$ cat src/rtl/hazard_ctrl.sv
// Hazard controller for the 5-stage RV32I pipeline: load-use stall, branch flush,
// ID operand forwarding selects and MEM store-data forwarding.
module hazard_ctrl #(
  parameter int RW = 5
) (
  input  logic          clk,
  input  logic          rst,
  input  logic [RW-1:0] rs1_ID,
  input  logic [RW-1:0] rs2_ID,
  input  logic [RW-1:0] rd_ID,
  input  logic          rs1use_ID,
  input  logic          rs2use_ID,
  input  logic [1:0]    optype_ID,
  input  logic          Branch_ID,
  input  logic          mem_stall,
  output logic          PC_EN_IF,
  output logic          reg_FD_EN,
  output logic          reg_FD_flush,
  output logic          reg_DE_EN,
  output logic          reg_DE_flush,
  output logic          reg_EM_EN,
  output logic          reg_MW_EN,
  output logic [1:0]    fwd_rs1,
  output logic [1:0]    fwd_rs2,
  output logic          fwd_ls
);

  localparam logic [1:0] OP_NONE  = 2'd0;
  localparam logic [1:0] OP_ALU   = 2'd1;
  localparam logic [1:0] OP_LOAD  = 2'd2;
  localparam logic [1:0] OP_STORE = 2'd3;

  logic [1:0]    r_optype_EX, r_optype_MEM, r_optype_WB;
  logic [RW-1:0] r_rd_EX, r_rd_MEM, r_rd_WB;
  logic [RW-1:0] r_rs2_EX, r_rs2_MEM;

  logic w_ex_rs1, w_ex_rs2, w_mem_rs1, w_mem_rs2;
  logic w_load_use;

  // x0 is hardwired, so a producer targeting it never matches a consumer.
  function automatic logic writes_reg(input logic [1:0] op, input logic [RW-1:0] rd,
                                      input logic [RW-1:0] r);
    return ((op == OP_ALU) || (op == OP_LOAD)) && (rd == r) && (r != '0);
  endfunction

  // An EX load hit selects the regfile: the load-use stall hides that cycle.
  function automatic logic [1:0] fwd_sel(input logic use_r, input logic ex_hit,
                                         input logic mem_hit, input logic [1:0] op_ex,
                                         input logic [1:0] op_mem);
    logic [1:0] sel;
    sel = 2'd0;
    if (use_r) begin
      if (ex_hit)       sel = (op_ex == OP_ALU) ? 2'd1 : 2'd0;
      else if (mem_hit) sel = (op_mem == OP_ALU) ? 2'd2 : 2'd3;
    end
    return sel;
  endfunction

  assign w_ex_rs1  = writes_reg(r_optype_EX,  r_rd_EX,  rs1_ID);
  assign w_ex_rs2  = writes_reg(r_optype_EX,  r_rd_EX,  rs2_ID);
  assign w_mem_rs1 = writes_reg(r_optype_MEM, r_rd_MEM, rs1_ID);
  assign w_mem_rs2 = writes_reg(r_optype_MEM, r_rd_MEM, rs2_ID);

  // Store data hazards on an EX load are patched in MEM through fwd_ls instead.
  assign w_load_use = (r_optype_EX == OP_LOAD) &&
                      ((rs1use_ID && w_ex_rs1) ||
                       (rs2use_ID && (optype_ID != OP_STORE) && w_ex_rs2));

  assign fwd_rs1 = fwd_sel(rs1use_ID, w_ex_rs1, w_mem_rs1, r_optype_EX, r_optype_MEM);
  assign fwd_rs2 = fwd_sel(rs2use_ID, w_ex_rs2, w_mem_rs2, r_optype_EX, r_optype_MEM);
  assign fwd_ls  = (r_optype_MEM == OP_STORE) && (r_optype_WB == OP_LOAD) &&
                   (r_rd_WB != '0) && (r_rd_WB == r_rs2_MEM);

  always_comb begin
    PC_EN_IF     = 1'b1;
    reg_FD_EN    = 1'b1;
    reg_FD_flush = 1'b0;
    reg_DE_EN    = 1'b1;
    reg_DE_flush = 1'b0;
    reg_EM_EN    = 1'b1;
    reg_MW_EN    = 1'b1;
    if (mem_stall) begin
      PC_EN_IF  = 1'b0;
      reg_FD_EN = 1'b0;
      reg_DE_EN = 1'b0;
      reg_EM_EN = 1'b0;
      reg_MW_EN = 1'b0;
    end else if (w_load_use) begin
      PC_EN_IF     = 1'b0;
      reg_FD_EN    = 1'b0;
      reg_DE_flush = 1'b1;
    end else begin
      reg_FD_flush = Branch_ID;
    end
  end

  always_ff @(posedge clk or posedge rst) begin
    if (rst) begin
      r_optype_EX  <= OP_NONE;
      r_rd_EX      <= '0;
      r_rs2_EX     <= '0;
      r_optype_MEM <= OP_NONE;
      r_rd_MEM     <= '0;
      r_rs2_MEM    <= '0;
      r_optype_WB  <= OP_NONE;
      r_rd_WB      <= '0;
    end else if (!mem_stall) begin
      r_optype_MEM <= r_optype_EX;
      r_rd_MEM     <= r_rd_EX;
      r_rs2_MEM    <= r_rs2_EX;
      r_optype_WB  <= r_optype_MEM;
      r_rd_WB      <= r_rd_MEM;
      if (w_load_use) begin
        r_optype_EX <= OP_NONE;
        r_rd_EX     <= '0;
        r_rs2_EX    <= '0;
      end else begin
        r_optype_EX <= optype_ID;
        r_rd_EX     <= rd_ID;
        r_rs2_EX    <= rs2_ID;
      end
    end
  end

endmodule

$ cat config.mk
export PLATFORM = sky130hd
export DESIGN_NAME = hazard_ctrl
export DESIGN_NICKNAME = d
export VERILOG_FILES = /design/src/rtl/hazard_ctrl.sv
export SDC_FILE = /design/constraint.sdc
export NUM_CORES = 1
export LEC_CHECK = 0
export ABC_AREA = 0
export BUFFER_PORTS_ARGS = -buffer_cell sky130_fd_sc_hd__buf_2
export CORE_ASPECT_RATIO = 0.7
export CORE_MARGIN = 1
export CORE_UTILIZATION = 25
export CTS_CLUSTER_DIAMETER = 40
export DETAILED_ROUTE_END_ITERATION = 10
export GPL_ROUTABILITY_DRIVEN = 0
export HOLD_SLACK_MARGIN = 0.02
export RECOVER_POWER = 100
export SLEW_MARGIN = 20
export SYNTH_ARGS = -nofsm -noshare
export SYNTH_HDL_FRONTEND = slang
export SYNTH_SLANG_ARGS = --single-unit
$ cat constraint.sdc
create_clock -name clk -period 4.2 [get_ports clk]
set_clock_uncertainty 0.15 [all_clocks]
set_input_delay 0.63 -clock clk [delete_from_list [all_inputs] [get_ports clk]]
set_output_delay 0.63 -clock clk [all_outputs]
set_load 0.03 [all_outputs]
==> results_dict.tcl <==
set metrics [dict create \
    vias 1590 \
    finalSetupViolations 0 \
    synth_cell_types 42 \
    cp.required_ps 3420 \
    min_period_ps 3500 \
    ant_nets 0 \
    r2r-start "r_optype_EX[0]" \
    drv_cap 0 \
    fin_total_pwr_uw 898 \
    track_usage 0.129 \
    area_delta_synth_final_pct 16.7 \
    design.core.area_um2 7350 \
    clkSinkCount 31 \
    clock_latency_ps 280 \
    ctsResizeCount 0 \
    grt_overflow 0 \
    fp.dieArea_um2 8010 \
    grt_pass1_vias 1575 \
    vias_per_cell 4.88 \
    cts_tree "built" \
    fmax_mhz 285 \
    clockBufferDepth 2 \
    critPathMaxStageDelay_ps 740 \
    antenna_found_initial 0 \
    worst-path-max-fanout 13 \
    reg2reg_slack_ps 1840 \
    whs_ps 143 \
    status "complete, no violations" \
    synthFlopType "dfrtp_1" \
    synth_edf_count 0 \
    drtPass1Iterations 5 \
    die_y_um 75.2 \
    dpl.hpwl_um 3650 \
    crit_chain "inv_1 -> ha_1 -> a2111o_1 -> nor4_4 -> o211a_1 -> clkbuf_1" \
    grt_start_max_net_pins 55 \
    synth_async_sr_flop_share 1.00 \
    yosysWarnings 0 \
    tns_ps 0 \
    grt_pass1_wl_um 7820 \
    crit_family "simple AND/OR/NAND/NOR gates" \
    ir_worst_vdd_uv 145 \
    wl_per_cell_um 14.7 \
    cts_buffers 5 \
    nNetsFinal 254 \
    end_kind "primary output" \
    crit_arrival_ps 2720 \
    drtIter0Drc 79 \
    powerDensity_nw_per_um2 402 \
    crit_slowest_cell "nor4_4" \
    ys_ff_latch 31 \
    die_w_um 107 \
    fin_crit_sh 0.834 \
    relSlewSlack 0.114 \
    port_buffers 34 \
    worst-setup-path-type "flop to primary output" \
    hold_viol 0 \
    slew_violations 0 \
    io_pins 35 \
    crit_start "r_optype_EX[0]" \
    syn_area_um2 1910 \
    hold_buffers 0 \
    drc_errors 0 \
    hp-class "input port to async pin" \
    htreeDepth 2 \
    crit_path_start_kind "flop" \
    initial_core_util 0.260 \
    syn_area_per_cell_um2 9.71 \
    wl_um 4790 \
    clk_pin_slew_ps 70 \
    leakage_uw 0.000971 \
    postSynthCellCount 197 \
    crit_buf_inv 2 \
    num_rows 26 \
    cts-root-buf "clkbuf_8" \
    antenna_cells 0 \
    syn_nets 224 \
    tightest_slew_ps 1330 \
    ys_seq_area_frac 0.405 \
    drive_gt1_frac 0.206 \
    post_cts_buffers 0 \
    rsz0062_at_grt "false" \
]
## registers in the layout (all words and copies together) (netlist names)
name          flops
r_rd_MEM          5
r_optype_EX       2
r_rs2_EX          5
r_rs2_MEM         5
r_rd_EX           5
r_optype_MEM      2
r_rd_WB           5
r_optype_WB       2
## placed cells by master, fill, tap and decap left out, drive strengths merged, types with 8 or more instances in the layout
master and n:
dfrtp 31, mux2 12, nor2 13, a21oi 8
inv 18, clkbuf 19, o31ai 8, xnor2 9
nand2 12, nand2b 9, buf 23
## worst register-to-register path: stages (launching register included)
cell and delay (ps):
dfrtp_1 380, inv_1 80, ha_1 320, a221oi_1 280, and4_1 520, clkbuf_1 360, o31ai_1 130
## through the flow
stage | utilization | cell area (µm²) | cells | setup WS, ps
floorplan | - | 1910 | 197 | 739
global placement | 0.293 | 2150 | 318 | 849
detailed placement | 0.293 | 2150 | 318 | 842
CTS | 0.309 | 2270 | 326 | 766
global route | 0.304 | 2230 | 326 | 493
finish | 0.304 | 2230 | 326 | 697
## path summary, 6_finish.rpt
path,cells after the start,to
max reg2reg,6,r_rs2_EX[3]
max in group asynchronous,3,r_rd_MEM[1]
min in group clk,2,r_optype_WB[1]
min reg2reg,2,r_optype_WB[1]
min,2,r_rs2_MEM[3]
max,6,reg_DE_flush
## cell families (layout without fill, tap and decap cells)
kind of cell    Yosys count  count (layout)  share of synthesized area
xor+xnor                 16              16                     0.0733
fa+ha+maj                 4               4                     0.0262
buf+inv                  31              62                     0.0713
flops                    31              31                      0.405
mux                      13              13                     0.0759
simple gates             59              59                      0.172
compound gates           43              43                      0.176
## cell type report
type / count / area (µm²)
well taps: 98 / 123
flip-flops and latches: 31 / 776
multi-input cells: 135 / 986
fillers: 789 / 5120
inverters: 18 / 67.6
repair buffers: 36 / 164
clock inverters: 2 / 35.0
clock buffers: 6 / 82.6
## power by group
part	switching, µW	total, µW	leakage [µW]	internal (µW)
registers	50.1	395	0.000359	345
logic	104	198	0.000551	93.1
clock network	113	305	0.0000612	192
## synthesized netlist by cell type, drive strengths merged, types with 3 or more instances
library cell / number / area, µm²
a21oi: 8 / 40.0
a22oi: 5 / 37.5
buf: 6 / 42.5
clkbuf: 7 / 26.3
dfrtp: 31 / 776
ha: 4 / 50.1
inv: 18 / 67.6
mux2: 12 / 135
nand2: 12 / 45.0
nand2b: 9 / 56.3
nand4b: 3 / 26.3
nor2: 13 / 48.8
nor2b: 5 / 31.3
nor3: 4 / 20.0
nor4: 4 / 40.0
o21ai: 7 / 35.0
o31ai: 8 / 60.1
o41ai: 5 / 58.8
xnor2: 9 / 78.8
xor2: 7 / 61.3
## layer usage
metal | track usage | vias up | share of wire
met1 | 0.168 | 772 | 0.49
met4 | 0.0563 | 0 | 0.026
met3 | 0.0277 | 11 | 0.043
met2 | 0.211 | 45 | 0.45
li1 | - | 762 | -
met5 | 0 | - | 0
No activity file was read; power rests on OpenSTA's default activity.
